$ cat config.mk
export PLATFORM = sky130hd
export DESIGN_NAME = shake_arbiter
export DESIGN_NICKNAME = d
export VERILOG_FILES = /design/src/rtl/shake_arbiter.sv
export SDC_FILE = /design/constraint.sdc
export NUM_CORES = 1
export LEC_CHECK = 0
export ABC_AREA = 1
export CAP_MARGIN = 20
export CORE_AREA = 2 2 84 86
export CTS_CLUSTER_DIAMETER = 100
export DETAILED_ROUTE_END_ITERATION = 6
export DIE_AREA = 0 0 86 88
export DONT_BUFFER_PORTS = 1
export PLACE_DENSITY = 0.33
export SLEW_MARGIN = 40
export SYNTH_ARGS = -nofsm -noshare
export SYNTH_HDL_FRONTEND = slang
export SYNTH_SLANG_ARGS = --single-unit
$ cat constraint.sdc
create_clock -name clk -period 1.48 [get_ports clk]
set_input_delay 0.296 -clock clk [delete_from_list [all_inputs] [get_ports clk]]
set_output_delay 0.296 -clock clk [all_outputs]
set_load 0.01 [all_outputs]
$ cat src/rtl/shake_arbiter.sv
// Session-based arbiter sharing one keccak_top SHAKE core between two requesters.
// Optional busy/grant profiling counters are compiled in with SHAKE_ARB_PERF_EN.
module shake_arbiter #(
  parameter int DATA_WIDTH   = 32,
  parameter int FLUSH_CYCLES = 2,
  parameter int CNT_WIDTH    = 32
) (
  input  logic                  clk,
  input  logic                  rst,
  input  logic                  r0_req,
  output logic                  r0_gnt,
  input  logic                  r0_din_valid,
  output logic                  r0_din_ready,
  input  logic [DATA_WIDTH-1:0] r0_din,
  output logic                  r0_dout_valid,
  input  logic                  r0_dout_ready,
  output logic [DATA_WIDTH-1:0] r0_dout,
  input  logic                  r0_force_done,
  input  logic                  r1_req,
  output logic                  r1_gnt,
  input  logic                  r1_din_valid,
  output logic                  r1_din_ready,
  input  logic [DATA_WIDTH-1:0] r1_din,
  output logic                  r1_dout_valid,
  input  logic                  r1_dout_ready,
  output logic [DATA_WIDTH-1:0] r1_dout,
  input  logic                  r1_force_done,
  output logic                  sh_din_valid,
  input  logic                  sh_din_ready,
  output logic [DATA_WIDTH-1:0] sh_din,
  input  logic                  sh_dout_valid,
  output logic                  sh_dout_ready,
  input  logic [DATA_WIDTH-1:0] sh_dout,
  output logic                  sh_force_done,
  output logic [1:0]            state_dbg,
  output logic                  busy
`ifdef SHAKE_ARB_PERF_EN
  ,
  output logic [CNT_WIDTH-1:0]  r0_busy_cycles,
  output logic [CNT_WIDTH-1:0]  r1_busy_cycles,
  output logic [CNT_WIDTH-1:0]  grant_count
`endif
);

  // Handshakes: a word moves on a port when its valid and ready are both high
  // at a rising clk edge; valid never waits on ready.
  typedef enum logic [1:0] {IDLE, GRANT0, GRANT1, FLUSH} state_t;

  localparam int FW = $clog2(FLUSH_CYCLES + 1);
  localparam logic [FW-1:0] FLUSH_LAST = FW'(FLUSH_CYCLES - 1);

  state_t        state, state_nxt;
  logic          last;
  logic [FW-1:0] flush_cnt;

  always_ff @(posedge clk) begin
    if (rst) begin
      state     <= IDLE;
      last      <= 1'b1;
      flush_cnt <= '0;
    end else begin
      state <= state_nxt;
      case (state)
        GRANT0: if (!r0_req) begin last <= 1'b0; flush_cnt <= '0; end
        GRANT1: if (!r1_req) begin last <= 1'b1; flush_cnt <= '0; end
        FLUSH:  flush_cnt <= flush_cnt + FW'(1);
        default: ;
      endcase
    end
  end

  // On a tie the requester that did not own the last session wins.
  always_comb begin
    state_nxt = state;
    case (state)
      IDLE: begin
        if (r0_req && (!r1_req || last)) state_nxt = GRANT0;
        else if (r1_req)                 state_nxt = GRANT1;
      end
      GRANT0: if (!r0_req) state_nxt = FLUSH;
      GRANT1: if (!r1_req) state_nxt = FLUSH;
      FLUSH:  if (flush_cnt == FLUSH_LAST) state_nxt = IDLE;
      default: state_nxt = IDLE;
    endcase
  end

  always_comb begin
    r0_gnt        = 1'b0;
    r1_gnt        = 1'b0;
    r0_din_ready  = 1'b0;
    r1_din_ready  = 1'b0;
    r0_dout_valid = 1'b0;
    r1_dout_valid = 1'b0;
    sh_din_valid  = 1'b0;
    sh_din        = r0_din;
    sh_dout_ready = 1'b0;
    sh_force_done = 1'b0;
    busy          = 1'b0;
    case (state)
      GRANT0: begin
        r0_gnt        = 1'b1;
        r0_din_ready  = sh_din_ready;
        r0_dout_valid = sh_dout_valid;
        sh_din_valid  = r0_din_valid;
        sh_dout_ready = r0_dout_ready;
        sh_force_done = r0_force_done;
        busy          = 1'b1;
      end
      GRANT1: begin
        r1_gnt        = 1'b1;
        r1_din_ready  = sh_din_ready;
        r1_dout_valid = sh_dout_valid;
        sh_din_valid  = r1_din_valid;
        sh_din        = r1_din;
        sh_dout_ready = r1_dout_ready;
        sh_force_done = r1_force_done;
        busy          = 1'b1;
      end
      FLUSH: begin
        sh_force_done = 1'b1;
        busy          = 1'b1;
      end
      default: ;
    endcase
  end

  assign r0_dout   = sh_dout;
  assign r1_dout   = sh_dout;
  assign state_dbg = state;

`ifdef SHAKE_ARB_PERF_EN
  always_ff @(posedge clk) begin
    if (rst) begin
      r0_busy_cycles <= '0;
      r1_busy_cycles <= '0;
      grant_count    <= '0;
    end else begin
      if (state == GRANT0 && r0_busy_cycles != '1) r0_busy_cycles <= r0_busy_cycles + 1'b1;
      if (state == GRANT1 && r1_busy_cycles != '1) r1_busy_cycles <= r1_busy_cycles + 1'b1;
      if (state == IDLE && (state_nxt == GRANT0 || state_nxt == GRANT1))
        grant_count <= grant_count + 1'b1;
    end
  end
`endif

endmodule

==> results <==
per-layer routing:
| metal | vias to the layer above | track usage, % | share of wire, % |
|---|---|---|---|
| li1 | 566 | - | - |
| met1 | 490 | 8.79 | 33 |
| met2 | 98 | 17.1 | 52 |
| met3 | 7 | 3.96 | 13 |
| met4 | 0 | 2.31 | 1.3 |
| met5 | - | 0 | 0 |
sequential cells by signal (all words and copies together), names as in the netlist:
name and flops:
flush_cnt 2, state_dbg 2, last 1
through the flow:
stage | hold WS (ns) | total power (W) | instances | cell area (um^2) | setup slack (ns)
floorplan | 0.366 | 0.00152 | 248 | 1380 | 0.00302
global route | 0.141 | 0.00262 | 275 | 1330 | -0.0899
finish | 0.139 | 0.00237 | 275 | 1330 | -0.0381
CTS | 0.138 | 0.00231 | 273 | 1290 | -0.0440
global placement | 0.368 | 0.00170 | 266 | 1050 | -0.000420
detailed placement | 0.367 | 0.00169 | 266 | 1050 | 0.000936
cells in the final DEF, fill, tap and decap left out, types with 2 or more instances in the layout:
cell      netlist  layout
a21oi_1         4       2
buf_12          0       2
buf_4          64       8
buf_6           0       2
clkbuf_8        0       3
dfxtp_1         5       3
ha_1            7       3
ha_2            0       2
ha_4            0       2
inv_1          19      16
inv_2           1       2
nand2_1       122      85
nand2_2         1      37
nand3_1         2       2
nand3_2         2       2
nor2_1          7       7
o21bai_1        2       2
worst max-delay path, delay by kind of cell, from the launching register on:
family / cells / cell delay (ns)
flops: 1 / 0.35
buf+inv: 3 / 0.31
fa+ha+maj: 1 / 0.19
simple gates: 2 / 0.16
power by group through the flow:
| stage | registers [W] | logic (W) | clock network (W) |
|---|---|---|---|
| floorplan | 0.000239 | 0.00128 | 0 |
| global route | 0.000255 | 0.00210 | 0.000269 |
| detailed placement | 0.000227 | 0.00147 | 0 |
| CTS | 0.000248 | 0.00181 | 0.000258 |
| finish | 0.000247 | 0.00186 | 0.000254 |
| global placement | 0.000227 | 0.00147 | 0 |
Yosys cell counts:
master,n
nand2_1,122
buf_4,64
inv_1,19
buf_2,7
ha_1,7
nor2_1,7
dfxtp_1,5
a21oi_1,4
nand3_1,2
nand3_2,2
o21ai_0,2
o21bai_1,2
inv_2,1
nand2_2,1
nand4_1,1
nor3_2,1
o211ai_1,1
cells by family after synthesis:
logic type,synth area share (%)
adders and majority gates,6.40
DFF,7.32
AOI/OAI and AO/OA,3.84
and+or+nand+nor,39.3
buffers and inverters,43.2
repair_timing:
action / in CTS / in global routing
setup endpoints to repair: 38 / 35
setup buffers: 2 / 1
cloned: 1 / 1
pin swaps: 3 / 1
gates resized for setup: 55 / 3
cell type report:
type                       instances  area (um^2)  share of cell area (%)
multi-input combinational        152          820                    61.7
sequential                         5          105                    7.92
clock buffer                       4         45.0                    3.39
timing repair buffer              14          175                    13.2
tap                               80          100                    7.54
inverter                          20         82.6                    6.22
worst max-delay path by stage:
| stage | cells after the start | to | slack, ns | from |
|---|---|---|---|---|
| after floorplan | 5 | sh_din[0] | 0.003 | state_dbg[1] |
| after global placement | 5 | sh_din_valid | -0.0004 | state_dbg[0] |
| after detailed placement | 5 | sh_din_valid | 0.0009 | state_dbg[0] |
| after CTS | 6 | sh_din[6] | -0.04 | state_dbg[0] |
| after global routing | 6 | sh_din[16] | -0.09 | state_dbg[0] |
| final | 6 | sh_din[20] | -0.04 | state_dbg[0] |
==> results.py <==
metrics = {
    "cells_and_area": {
        "nets": 311,
        "area_growth_pct": -2.93,
        "utilization_pct": 20.0,
        "drive_above_1_share_pct": 35.9,
        "fillerInstances": 767,
        "num_antenna_cells": 0,
    },
    "clock_tree": {
        "cts_tree": "done",
        "hold_buffers": 0,
        "clock-sinks": 5,
        "clockRootBuffer": "clkbuf_8",
        "clockBufferDepth": 2,
        "cts.clk_slew.worst_paths_ns": 0.03,
        "htreeDepth": 1,
        "numCtsBuffers": 3,
        "insertion_delay_ns": 0.22,
    },
    "worst_setup_path": {
        "rr_endpoint": "last",
        "cp_data_arrival_time_ns": 1.22,
        "worst_setup_path_end_kind": "primary output",
        "reg2reg_depth": 7,
        "cp_max_fo": 8,
        "reg2reg_slack_ns": 0.18,
        "critPathSlowestCell": "dfxtp_2",
        "crit_required_ns": 1.18,
        "crit_type": "reg2out",
        "rr_startpoint": "state_dbg[0]",
        "cp_cell_sequence": "inv_4 > ha_4 > inv_6 > clkbuf_16 > nand2_1 > nand2_2",
        "critical_path.max_stage_delay_ns": 0.35,
        "cp-start-kind": "register",
    },
    "power_and_ir_drop": {
        "sequentialPowerShare_pct": 10.4,
        "switching_share_pct": 53.6,
        "p_clk_share_pct": 10.8,
        "power.internal_w": 0.00110,
        "power_frac_comb_pct": 78.8,
        "cellLeakagePower_nw": 0.722,
        "peakVddDrop_mv": 0.698,
        "power_density_mw_per_mm2": 1780,
        "power_switching_w": 0.00127,
    },
    "die": {
        "ios": 216,
        "placementRows": 30,
        "dieArea_mm2": 0.00757,
        "initial_core_util_pct": 20.6,
        "core_area_mm2": 0.00664,
        "die_w_um": 86,
        "dieHeight_um": 88,
    },
    "worst_hold_path": {
        "min_to": "flush_cnt[1]",
        "hold_depth": 1,
        "holdCritStartpoint": "rst",
        "hold_class": "in2reg",
    },
    "routing": {
        "avgRoutedWirePerCell_um": 14.7,
        "drc": 0,
        "viasPerCell": 4.22,
        "vias": 1161,
        "finalWirelength_um": 4030,
        "drtPass1Iterations": 4,
        "ant_nets": 0,
        "drt-initial-drc-count": 21,
    },
    "sta": {
        "worst_pin_slew_ns": 0.187,
        "fin_ws_ns": -0.0381,
        "max_freq_mhz": 659,
        "max-slew-margin-rel_pct": 87.5,
        "drv_slew": 0,
        "setup_violations": 32,
        "hold_viol": 0,
        "fin_skew_ns": 0.00181,
        "tns_ns": -0.642,
        "fin_crit_sh_pct": 103,
        "min_period_ns": 1.52,
        "rsz0062_at_grt": "yes",
    },
    "logic_synthesis": {
        "synth-seq-cells": 5,
        "ys_warn_count": 0,
        "synth_seq_area_share_pct": 7.32,
        "synth_top_cell_by_area": "buf_4",
        "synth_top_cell_area_share_pct": 35.1,
        "synth_area_mm2": 0.00137,
        "syn_inst": 248,
        "syn_nets": 363,
        "syn_area_per_cell_um2": 5.51,
        "synth.area.top_cells": "buf_4 35%, nand2_1 33%, dfxtp_1 7.3%",
        "ys_types": 17,
    },
    "global_route": {
        "grt_pass1_vias": 1082,
        "grtUsageTotal_pct": 8.94,
        "antenna_found_initial": 0,
        "grt_max_degree": 31,
        "grt_pass1_wl_um": 5330,
        "grt_remaining_overflow": 0,
    },
    "status": {
        "status": "finished, violations left",
        "violations": "setup timing",
    },
    "job": {
        "cap_violations": 0,
    },
    "placement": {
        "finalWeightedCongestion": 0.718,
        "portBuffers": 0,
        "hpwl_um": 3030,
    },
}
Note: power is estimated with default switching activity, not from simulation.
==> edit 1: new RTL, config.mk and constraints unchanged <==
Put one more register stage on the output `state_dbg`. The value now appears one clock later. The other outputs are not delayed to match.
--- a/src/rtl/shake_arbiter.sv
+++ b/src/rtl/shake_arbiter.sv
@@ -126,7 +126,9 @@
 
   assign r0_dout   = sh_dout;
   assign r1_dout   = sh_dout;
-  assign state_dbg = state;
+  always_ff @(posedge clk) begin
+    state_dbg <= state;
+  end
 
 `ifdef SHAKE_ARB_PERF_EN
   always_ff @(posedge clk) begin
Formal check against the unedited RTL: not equivalent (Yosys sat finds a counterexample within 4 cycles, from zero or initial values and one cycle with rst high).
==> edit 1 against the original RTL <==
The run still ends with negative setup slack left. Wire length up 18%. Die area unchanged. Total power up 14%. Sequential cell count up 2. Worst setup slack worse by 0.037 ns. Synthesized area up 2.9%. Hold slack worse by 0.010 ns. First-iteration DRC count rose to 2.5 times the old value. Final area up 11%.
==> edit 1: results <==
metrics = {
    "placement": {
        "hpwl_um": 3751,
        "globalplace.congestion": 0.6844,
        "dp_slack_ns": 0.02547,
        "postPlaceCellArea_sq_um": 1087,
    },
    "global_route": {
        "grt_pass1_vias": 1104,
        "grt_pass1_wl_um": 6196,
        "grt_max_degree": 14,
        "grtUsageTotal_pct": 10.94,
        "grt_antenna_before_repair": 0,
    },
    "cells_and_area": {
        "drive_gt1_share_pct": 45.45,
        "nets": 314,
        "insertedDiodeCount": 0,
    },
    "run_status": {
        "violations": "negative setup slack",
        "outcome": "finished with violations",
    },
    "routing": {
        "wl_per_cell_um": 17.09,
        "vias": 1237,
        "drtIter0Drc": 53,
    },
    "critical_path": {
        "r2r-end": "flush_cnt[1]",
        "worstReg2RegStart": "state[0]",
        "worst-r2r-setup-slack_ns": 0.13,
        "crit_arrival_ns": 1.26,
        "rr_worst_depth": 8,
        "crit_path_max_fanout": 13,
    },
    "worst_hold_path": {
        "min_from": "rst",
    },
    "synth": {
        "ys_top_cells_by_area": "buf_4 34%, nand2_1 33%, dfxtp_1 10%",
        "syn_nets": 365,
        "yosysMostFrequentCell": "nand2_1",
        "seq_area_frac_synth_pct": 9.956,
    },
    "sta": {
        "skew_ns": 0.003914,
        "setup_viol": 33,
        "whs_ns": 0.1287,
        "fin_tns_setup_ns": -1.875,
        "max-slew-margin-rel_pct": 87.80,
        "fin_ws_ns": -0.07508,
    },
    "pwr": {
        "vdd_ir_drop_max_mv": 0.5315,
        "power.leakage_nw": 0.7586,
        "swShare_pct": 51.68,
    },
    "clock_tree": {
        "cts.clk_slew.worst_paths_ns": 0.05,
    },
}
edit 1: metal layers:
metal  vias up  track usage (%)  part of all wire, %
li1        576                -                    -
met1       540            12.72                   36
met2       110            18.04                   50
met3        11            4.901                   13
met4         0            3.463                  1.3
met5         -                0                    0
edit 1: critical path: stages (launching register included):
cell     delay (ns)
dfxtp_4        0.35
inv_6          0.07
ha_4           0.23
inv_6          0.07
buf_12         0.15
nand2_1        0.08
nand2_2        0.07
edit 1: kinds of logic (layout without fill, tap and decap cells):
family	after synthesis	count (layout)	synth area share, %
AO/OA/AOI/OAI	9	9	3.733
buffers and inverters	91	39	41.96
adder cells (fa/ha/maj)	7	7	6.222
flip-flops	7	7	9.955
AND/OR/NAND/NOR	136	136	38.13
edit 1: area by class of cell:
| cell class | count | area (sq um) | area share, % |
|---|---|---|---|
| sequential | 7 | 147.6 | 10.00 |
| multi-input combinational | 152 | 903.4 | 61.19 |
| timing repair buffer | 15 | 192.7 | 13.05 |
| inverter | 20 | 87.58 | 5.932 |
| clock buffer | 4 | 45.04 | 3.051 |
| tap | 80 | 100.1 | 6.780 |
edit 1: how the worst max path moves through the flow:
stage	from	to	slack, ns
after detailed placement	state[1]	sh_din_valid	0.03
final	state[0]	sh_din[11]	-0.08
after CTS	state[0]	sh_din[11]	-0.07
after floorplan	state[0]	sh_din[0]	0.01
after global placement	state[1]	sh_din_valid	0.001
after global routing	state[0]	sh_din[18]	-0.14
edit 1: stage by stage:
step	utilization, %	std cells
global placement	16.37	268
global route	22.22	278
floorplan	-	250
finish	22.22	278
detailed placement	16.37	268
CTS	21.47	277
edit 1: power by group through the flow:
stage,Clock [mW],Combinational [mW],Sequential [mW]
after floorplan,0,1.28,0.324
after global placement,0,1.51,0.330
after detailed placement,0,1.50,0.327
after CTS,0.287,2.02,0.358
after global routing,0.301,2.30,0.366
final,0.279,2.06,0.358
edit 1: timing repair:
| action | in CTS | in global routing |
|---|---|---|
| setup endpoints to repair | 40 | 38 |
| cloned | 2 | 0 |
| resized for setup | 73 | 16 |
| pin swaps | 6 | 1 |
| setup buffers | 3 | 1 |
==> edit 2: new RTL, config.mk and constraints unchanged <==
Made on the original files. `FLUSH_CYCLES`: 2 -> 4.
--- a/src/rtl/shake_arbiter.sv
+++ b/src/rtl/shake_arbiter.sv
@@ -2,7 +2,7 @@
 // Optional busy/grant profiling counters are compiled in with SHAKE_ARB_PERF_EN.
 module shake_arbiter #(
   parameter int DATA_WIDTH   = 32,
-  parameter int FLUSH_CYCLES = 2,
+  parameter int FLUSH_CYCLES = 4,
   parameter int CNT_WIDTH    = 32
 ) (
   input  logic                  clk,
Behaviour: not the same (a bounded check fails within 10 cycles, from zero or initial values and one cycle with rst high).
==> edit 2 against the original RTL <==
Critical path type unchanged. Largest power group unchanged. Synthesized area grew 3.1%. The flow still finishes with violations (negative setup slack). Clock power down 2%. Sequential cell count increased by 1. Wire length increased by 17%. Worst setup slack got worse by 0.024 ns. Final area rose by 33%. Total power up 23%. Die area unchanged. Critical endpoint is now sh_din[31].
==> edit 2: results <==
metrics = {
    "routing": {
        "wl_met3_um": 506,
        "top_layer_used": "met4",
        "vias_per_cell": 4.384,
        "drtIter0Drc": 18,
        "m1WireLength_um": 1776,
        "wl_met2_um": 2413,
        "wl_per_cell_um": 16.91,
        "dr.pass1.iters": 4,
    },
    "clock_tree": {
        "cts_buffer_depth": 2,
        "tritoncts": "done",
        "cts_resized": 73,
    },
    "pwr": {
        "pwr-share-comb_pct": 82.1,
        "vdd_ir_drop_max_mv": 0.7202,
        "pwr-share-seq_pct": 9.3,
        "power.internal_mw": 1.350,
        "power.leakage_nw": 0.8547,
    },
    "critical_path": {
        "r2r-end": "state_dbg[1]",
        "worst-r2r-setup-slack_ns": 0.09,
        "rr_worst_depth": 10,
        "critPathSlowestCell": "dfxtp_4",
        "max_stage_delay_ns": 0.37,
        "endpoint": "sh_din[31]",
        "crit_arrival_ns": 1.25,
    },
    "synth": {
        "yosys-top-cells-count": "121 x nand2_1, 64 x buf_4, 16 x inv_1, 8 x ha_1",
        "synth_top_flop_cell": "dfxtp_1",
        "ys_top_cells_by_area": "buf_4 34%, nand2_1 32%, dfxtp_1 8.5%",
        "seq_area_frac_synth_pct": 8.518,
        "syn_nets": 365,
        "synth_cell_types": 17,
        "yosys_warnings": 0,
    },
    "run_status": {
        "outcome": "finished with violations",
        "violations": "negative setup slack",
    },
    "global_route": {
        "grt_pass1_wl_um": 5996,
        "grt_antenna_before_repair": 0,
        "grtUsageTotal_pct": 10.53,
        "use_met1_pct": 12.06,
        "grt_max_degree": 19,
        "grtUsageMet3_pct": 4.053,
        "grt_use_met2_pct": 18.82,
        "grt_pass1_vias": 1131,
    },
    "placement": {
        "hpwl_um": 3065,
        "dp_slack_ns": 0.01429,
        "globalplace.congestion": 0.7119,
        "port_buffers": 0,
    },
    "sta": {
        "tightest_slew_ns": 0.1686,
        "whs_ns": 0.1399,
        "skew_ns": 0.0008279,
        "fin_tns_setup_ns": -1.746,
        "fin_ws_ns": -0.06248,
        "setup_viol": 35,
    },
    "cells_and_area": {
        "nets": 317,
        "drive_gt1_share_pct": 54.77,
    },
    "worst_hold_path": {
        "hp-class": "primary input to flop",
    },
}
## edit 2: changes by cell type after synthesis, moves of 2 or more
cell,unedited run,this run
o21bai_1,2,0
nand2_4,0,2
nor2_4,0,2
inv_1,19,16
nand3_1,2,4
## edit 2: layout make-up
class                           instances  area (sq um)
Clock buffer                            3         41.29
Fill cell                             718          4881
Inverter                               17         76.32
Multi-Input combinational cell        155          1184
Sequential cell                         6         127.6
Tap cell                               80         100.1
Timing Repair Buffer                   18         234.0
## edit 2: cells by family after synthesis
logic type | after synthesis | share of synthesized area, %
flops | 6 | 8.519
compound gates | 8 | 3.016
buf+inv | 88 | 41.08
simple gates | 139 | 40.28
fa+ha+maj | 8 | 7.099
## edit 2: stage by stage
| step | cells | util, % | area, sq um | total power, mW |
|---|---|---|---|---|
| final | 279 | 26.53 | 1763 | 2.900 |
| after CTS | 278 | 21.58 | 1434 | 2.528 |
| after global routing | 279 | 26.53 | 1763 | 3.144 |
| after detailed placement | 270 | 16.76 | 1114 | 1.709 |
| after global placement | 270 | 16.76 | 1114 | 1.713 |
| after floorplan | 249 | - | 1421 | 1.484 |
## edit 2: how the worst min path moves through the flow
stage / startpoint / endpoint / cells after the start
4_1_cts: rst / flush_cnt[0] / 1
6_report: rst / flush_cnt[0] / 1
3_3_place_gp: rst / flush_cnt[0] / 1
3_5_place_dp: rst / flush_cnt[1] / 1
5_1_grt: rst / flush_cnt[1] / 1
2_1_floorplan: rst / flush_cnt[0] / 1
## edit 2: critical path: cells and delay by family (launching register included)
| family | cells | cell delay [ns] |
|---|---|---|
| and+or+nand+nor | 2 | 0.12 |
| buffers and inverters | 3 | 0.33 |
| adders and majority gates | 1 | 0.19 |
| DFF | 1 | 0.37 |
